`config.mk`:
```
export PLATFORM = sky130hd
export DESIGN_NAME = debounce_scanner_flat
export DESIGN_NICKNAME = d
export VERILOG_FILES = /design/src/rtl/debounce_scanner_if.sv /design/src/rtl/debounce_scanner.sv /design/src/flat_wrapper.sv
export SDC_FILE = /design/constraint.sdc
export NUM_CORES = 1
export LEC_CHECK = 0
export ABC_AREA = 1
export CAP_MARGIN = 0
export CORE_UTILIZATION = 52
export DETAILED_ROUTE_END_ITERATION = 10
export PLACE_DENSITY_LB_ADDON = 0.15
export SLEW_MARGIN = 20
export SYNTH_ARGS = -nofsm -noshare
export SYNTH_HDL_FRONTEND = slang
export SYNTH_SLANG_ARGS = --single-unit
```
`constraint.sdc`:
```
create_clock -name clk -period 5.26 [get_ports clk]
set_clock_uncertainty 0.1 [all_clocks]
set_input_delay 0.526 -clock clk [delete_from_list [all_inputs] [get_ports clk]]
set_output_delay 0.526 -clock clk [all_outputs]
set_load 0.1 [all_outputs]
```
`src/rtl/debounce_scanner_if.sv`:
```
// Button-side bundle of the debounce scanner: raw levels in, accepted levels and event pulses out.
`timescale 1ns/1ps

interface debounce_scanner_if #(
    parameter int N_INPUTS = 4
);
    localparam int IDX_W = (N_INPUTS > 1) ? $clog2(N_INPUTS) : 1;

    // pressed/released carry no handshake: each bit is a single-cycle pulse, coincident
    // with the debounced_out edge it reports, and at most one bit of either is high per cycle.
    logic [N_INPUTS-1:0] bouncy_in;
    logic [N_INPUTS-1:0] debounced_out;
    logic [N_INPUTS-1:0] pressed;
    logic [N_INPUTS-1:0] released;
    logic [IDX_W-1:0]    scan_idx;

    modport master (
        output bouncy_in,
        input  debounced_out,
        input  pressed,
        input  released,
        input  scan_idx
    );

    modport slave (
        input  bouncy_in,
        output debounced_out,
        output pressed,
        output released,
        output scan_idx
    );
endinterface

```
`src/rtl/debounce_scanner.sv`:
```
// Time-multiplexed debouncer: one round-robin slot scheduler samples one synchronized input per
// slot and accepts a new level after STABLE_SAMPLES consecutive differing samples.
`timescale 1ns/1ps

module debounce_scanner #(
    parameter int N_INPUTS       = 4,
    parameter int SCAN_TICKS     = 1000,
    parameter int STABLE_SAMPLES = 8
) (
    input  logic              clk,
    input  logic              rst,
    input  logic              ena,
    debounce_scanner_if.slave bus
);
    localparam int IDX_W  = (N_INPUTS > 1) ? $clog2(N_INPUTS) : 1;
    localparam int TICK_W = (SCAN_TICKS > 1) ? $clog2(SCAN_TICKS) : 1;
    localparam int CNT_W  = $clog2(STABLE_SAMPLES + 1);

    localparam logic [TICK_W-1:0] LAST_TICK = TICK_W'(SCAN_TICKS - 1);
    localparam logic [IDX_W-1:0]  LAST_IDX  = IDX_W'(N_INPUTS - 1);
    localparam logic [CNT_W-1:0]  LAST_CNT  = CNT_W'(STABLE_SAMPLES - 1);

    logic [N_INPUTS-1:0] sync_meta;
    logic [N_INPUTS-1:0] sync_q;
    logic [N_INPUTS-1:0] level;
    logic [N_INPUTS-1:0] press_q;
    logic [N_INPUTS-1:0] release_q;
    logic [TICK_W-1:0]   tick;
    logic [IDX_W-1:0]    idx;
    logic [CNT_W-1:0]    count [N_INPUTS];

    logic             slot;
    logic             sample;
    logic             cur_level;
    logic [CNT_W-1:0] cur_count;
    logic             differ;
    logic             accept;

    always_ff @(posedge clk or negedge rst) begin
        if (!rst) begin
            sync_meta <= '0;
            sync_q    <= '0;
        end else begin
            sync_meta <= bus.bouncy_in;
            sync_q    <= sync_meta;
        end
    end

    assign slot = ena && (tick == LAST_TICK);

    // Scheduler: tick counter and visited index both hold while ena is low.
    always_ff @(posedge clk or negedge rst) begin
        if (!rst) begin
            tick <= '0;
            idx  <= '0;
        end else if (ena) begin
            if (tick == LAST_TICK) begin
                tick <= '0;
                idx  <= (idx == LAST_IDX) ? '0 : idx + IDX_W'(1);
            end else begin
                tick <= tick + TICK_W'(1);
            end
        end
    end

    always_comb begin
        sample    = 1'b0;
        cur_level = 1'b0;
        cur_count = '0;
        for (int i = 0; i < N_INPUTS; i++) begin
            if (idx == IDX_W'(i)) begin
                sample    = sync_q[i];
                cur_level = level[i];
                cur_count = count[i];
            end
        end
    end

    assign differ = (sample != cur_level);
    assign accept = slot && differ && (cur_count == LAST_CNT);

    // Any sample that agrees with the accepted level restarts that input's run.
    always_ff @(posedge clk or negedge rst) begin
        if (!rst) begin
            for (int i = 0; i < N_INPUTS; i++) begin
                count[i] <= '0;
            end
        end else if (slot) begin
            for (int i = 0; i < N_INPUTS; i++) begin
                if (idx == IDX_W'(i)) begin
                    if (!differ || (cur_count == LAST_CNT)) begin
                        count[i] <= '0;
                    end else begin
                        count[i] <= cur_count + CNT_W'(1);
                    end
                end
            end
        end
    end

    // Level and pulse are registered on the same edge so the pulse marks the level change.
    always_ff @(posedge clk or negedge rst) begin
        if (!rst) begin
            level     <= '0;
            press_q   <= '0;
            release_q <= '0;
        end else begin
            press_q   <= '0;
            release_q <= '0;
            if (accept) begin
                for (int i = 0; i < N_INPUTS; i++) begin
                    if (idx == IDX_W'(i)) begin
                        level[i]     <= sample;
                        press_q[i]   <= sample;
                        release_q[i] <= !sample;
                    end
                end
            end
        end
    end

    assign bus.debounced_out = level;
    assign bus.pressed       = press_q;
    assign bus.released      = release_q;
    assign bus.scan_idx      = idx;
endmodule

```
`src/flat_wrapper.sv`:
```
// flat-port wrapper written by rule: the top's interface ports become plain ports
module debounce_scanner_flat 
#(
    parameter int N_INPUTS       = 4,
    parameter int SCAN_TICKS     = 1000,
    parameter int STABLE_SAMPLES = 8
)
  (clk, rst, ena, bus_bouncy_in, bus_debounced_out, bus_pressed, bus_released, bus_scan_idx);
  debounce_scanner_if #(.N_INPUTS(N_INPUTS)) bus_i ();
  input  logic clk;
  input  logic rst;
  input  logic ena;
  input wire logic [$bits(bus_i.bouncy_in)-1:0] bus_bouncy_in;
  output wire logic [$bits(bus_i.debounced_out)-1:0] bus_debounced_out;
  output wire logic [$bits(bus_i.pressed)-1:0] bus_pressed;
  output wire logic [$bits(bus_i.released)-1:0] bus_released;
  output wire logic [$bits(bus_i.scan_idx)-1:0] bus_scan_idx;
  assign bus_i.bouncy_in = bus_bouncy_in;
  assign bus_debounced_out = bus_i.debounced_out;
  assign bus_pressed = bus_i.pressed;
  assign bus_released = bus_i.released;
  assign bus_scan_idx = bus_i.scan_idx;
  debounce_scanner #(.N_INPUTS(N_INPUTS), .SCAN_TICKS(SCAN_TICKS), .STABLE_SAMPLES(STABLE_SAMPLES)) u_core (.clk(clk), .rst(rst), .ena(ena), .bus(bus_i));
endmodule
```
==> impl_metrics.py <==
metrics = {
    "setup_path": {
        "cp.required_ns": 4.63,
        "r2r-end": "u_core.count[1]",
        "critPathTopFamily": "buffers and inverters",
        "cpPeakStageDelay_ns": 1.17,
        "reg2reg_depth": 13,
        "crit_path_cell_trace": "clkdlybuf4s50_1",
        "r2r-start": "u_core.bus.scan_idx[0]",
        "cp_num_buf_inv": 1,
        "setup.worst_path.start_class": "flip-flop",
        "critPathKind": "flip-flop to output pin",
        "crit_path_end_kind": "output pin",
        "reg2reg_setup_slack_ns": 2.86,
        "crit_arrival_ns": 1.90,
        "worst_path_max_delay_cell": "clkdlybuf4s50_1",
        "worst-path-stages": 1,
        "cp_max_fo": 6,
    },
    "die": {
        "io_pins": 21,
        "rows": 24,
        "core_area_sq_um": 4380,
        "initial_core_util_pct": 54.3,
        "dieArea_sq_um": 4850,
        "die_w_um": 69.6,
        "die_h_um": 69.6,
    },
    "route": {
        "drt-total-wl_mm": 4.47,
        "ant_nets": 0,
        "drt_pass1_iterations": 4,
        "vias": 1799,
        "drt_iter0_markers": 73,
        "drc": 0,
        "via_per_inst": 5.11,
        "wl_per_cell_um": 12.7,
    },
    "yosys": {
        "yosysSeqAreaShare_pct": 50.5,
        "yosysMostFrequentCell": "nand2_1",
        "synth-seq-cells": 48,
        "syn_area_per_cell_sq_um": 8.65,
        "synth_largest_area_cell": "dfrtp_1",
        "ys_top_cells_by_count": "nand2_1, dfrtp_1, inv_1",
        "synth_enable_flop_cells": 0,
        "ys_types": 33,
        "async_flop_share_pct": 100,
        "synth_fp_nets": 288,
        "synth_top_area_share_pct": 50.5,
        "syn_area_sq_um": 2380,
        "synthFlopType": "dfrtp_1",
        "ys_warn_count": 0,
        "synth.area.top_cells": "dfrtp_1, nand2_1, inv_1, nand4_1, ha_1",
        "synthCells": 275,
    },
    "clock_tree": {
        "htree_levels": 2,
        "insertion_delay_ns": 0.30,
        "cts_setup_buffers": 0,
        "clock_path_buffers": 2,
        "root_buffer": "clkbuf_8",
        "cts_sinks": 48,
        "hold_buffers": 0,
        "cts-buffers-inserted": 5,
        "cts_resized": 0,
        "path_clk_slew_ns": 0.09,
        "cts_tree": "built",
    },
    "flow_run": {
        "maxCapViolations": 0,
    },
    "layout": {
        "layout-drive-gt1-share_pct": 11.3,
        "diodes": 0,
        "nets": 313,
        "syn2layout_area_growth_pct": 13.8,
    },
    "grt": {
        "first_global_vias": 1747,
        "grt_use_met2_pct": 34.0,
        "overflow": 0,
        "grt_max_degree": 49,
        "grt_pass1_wl_mm": 7.96,
        "use_met3_pct": 4.80,
        "grt_use_total_pct": 20.7,
        "antenna_found_initial": 0,
        "busiest_layer": "met2",
        "met1_usage_pct": 28.1,
    },
    "placed_design": {
        "dpl.hpwl_mm": 3.36,
        "gp_congestion": 0.833,
        "portBuffers": 20,
    },
    "outcome": {
        "status": "finished clean",
    },
    "timing": {
        "setup_tns_ns": 0,
        "worstMarginPinSlew_ns": 0.973,
        "timing.hold.ws_ns": 0.111,
        "finalCriticalPeriod_ns": 2.53,
        "rsz0062_at_grt": "false",
        "final_max_slew_viol_count": 0,
        "fmax_mhz": 396,
        "relSlewSlack_pct": 34.9,
        "finalHoldViolations": 0,
        "setup_viol": 0,
        "period_share_pct": 48.0,
    },
    "pwr": {
        "clkPwrFrac_pct": 28.9,
        "seqPwrFrac_pct": 55.6,
        "p_int_mw": 0.554,
        "p_leak_nw": 1.37,
        "pwr-share-comb_pct": 15.5,
        "switching_share_pct": 28.7,
        "total_power_mw": 0.776,
        "switching_power_mw": 0.222,
        "max-vdd-ir-drop_uv": 180,
        "power_density_nw_per_um2": 287,
    },
    "worst_hold_path": {
        "hold_class": "primary input to async pin",
    },
}
-- metal layers --
metal  share of wire, %  wire, um
met5                  0         0
met4                1.0        46
met3                2.8       127
met2                 49      2170
met1                 48      2130
-- stage by stage --
stage	cells	utilization [%]	worst slack [ns]	area (sq um)
2_1_floorplan	275	-	2.46	2380
3_3_place_gp	345	59.6	2.80	2610
3_5_place_dp	345	59.6	2.81	2610
4_1_cts	352	61.7	2.71	2700
5_1_grt	352	61.7	2.67	2710
6_report	352	61.7	2.73	2710
-- worst register-to-register path: stages, from the launching register on --
cell and delay [ns]:
dfrtp_1 0.44, inv_1 0.10, ha_1 0.32, inv_2 0.12, nor2_1 0.11, nor2_1 0.05
nand2_1 0.12, nand2_1 0.11, ha_1 0.25, nand3_4 0.12, nor2_8 0.07, nor2_4 0.15
nand2_1 0.13, o21ai_1 0.15
-- state kept, by name, summed over array words and instances, names as in the netlist --
register	count
u_core.count	16
u_core.tick	10
u_core.bus.debounced_out	4
u_core.bus.pressed	4
u_core.bus.released	4
u_core.sync_meta	4
u_core.sync_q	4
u_core.bus.scan_idx	2
-- kinds of logic (layout without fill, tap and decap cells) --
| kind of cell | count (synthesis) | count (layout) | synth area share, % |
|---|---|---|---|
| XOR/XNOR | 2 | 2 | 0.737 |
| AND/OR/NAND/NOR | 139 | 139 | 29.7 |
| buffers and inverters | 50 | 75 | 8.68 |
| AO/OA/AOI/OAI | 29 | 29 | 6.73 |
| multiplexers | 1 | 1 | 0.473 |
| adder cells (fa/ha/maj) | 6 | 6 | 3.16 |
| flip-flops | 48 | 48 | 50.5 |
-- cells in the final DEF, fill, tap and decap left out, drive strengths merged --
cell	n
mux2	1
ha	6
a21boi	1
nor3b	1
o21a	1
nand2	74
dfrtp	48
a21oi	11
xor2	2
nor2	19
o211ai	1
and3	1
nor4	1
buf	1
clkinv	1
clkdlybuf4s50	19
nand3	19
or2	4
nand4	13
inv	48
nor3	7
clkbuf	6
o21ai	15
-- power groups by stage --
stage,registers [mW],logic [mW],clock network (mW)
final,0.431,0.120,0.225
after global routing,0.436,0.141,0.244
after CTS,0.432,0.122,0.230
after detailed placement,0.439,0.122,0
after global placement,0.438,0.119,0
after floorplan,0.435,0.0907,0
-- cell type report --
cell class	instances	area (sq um)
Timing Repair Buffer	20	198
Multi-Input combinational cell	177	971
Inverter	48	180
Sequential cell	48	1200
Clock buffer	6	82.6
Tap cell	52	65.1
Fill cell	402	1680
Clock inverter	1	8.76
-- worst max path at each step --
stage,slack (ns),end,start
after floorplan,2.46,u_core.bus.debounced_out[3],u_core.bus.scan_idx[0]
after global placement,2.80,u_core.count[0],ena
after detailed placement,2.81,u_core.count[1],ena
after CTS,2.71,bus_scan_idx[0],u_core.bus.scan_idx[0]
after global routing,2.67,u_core.count[9],u_core.bus.scan_idx[0]
final,2.73,bus_scan_idx[0],u_core.bus.scan_idx[0]
Power figures use the tool's default switching activity.
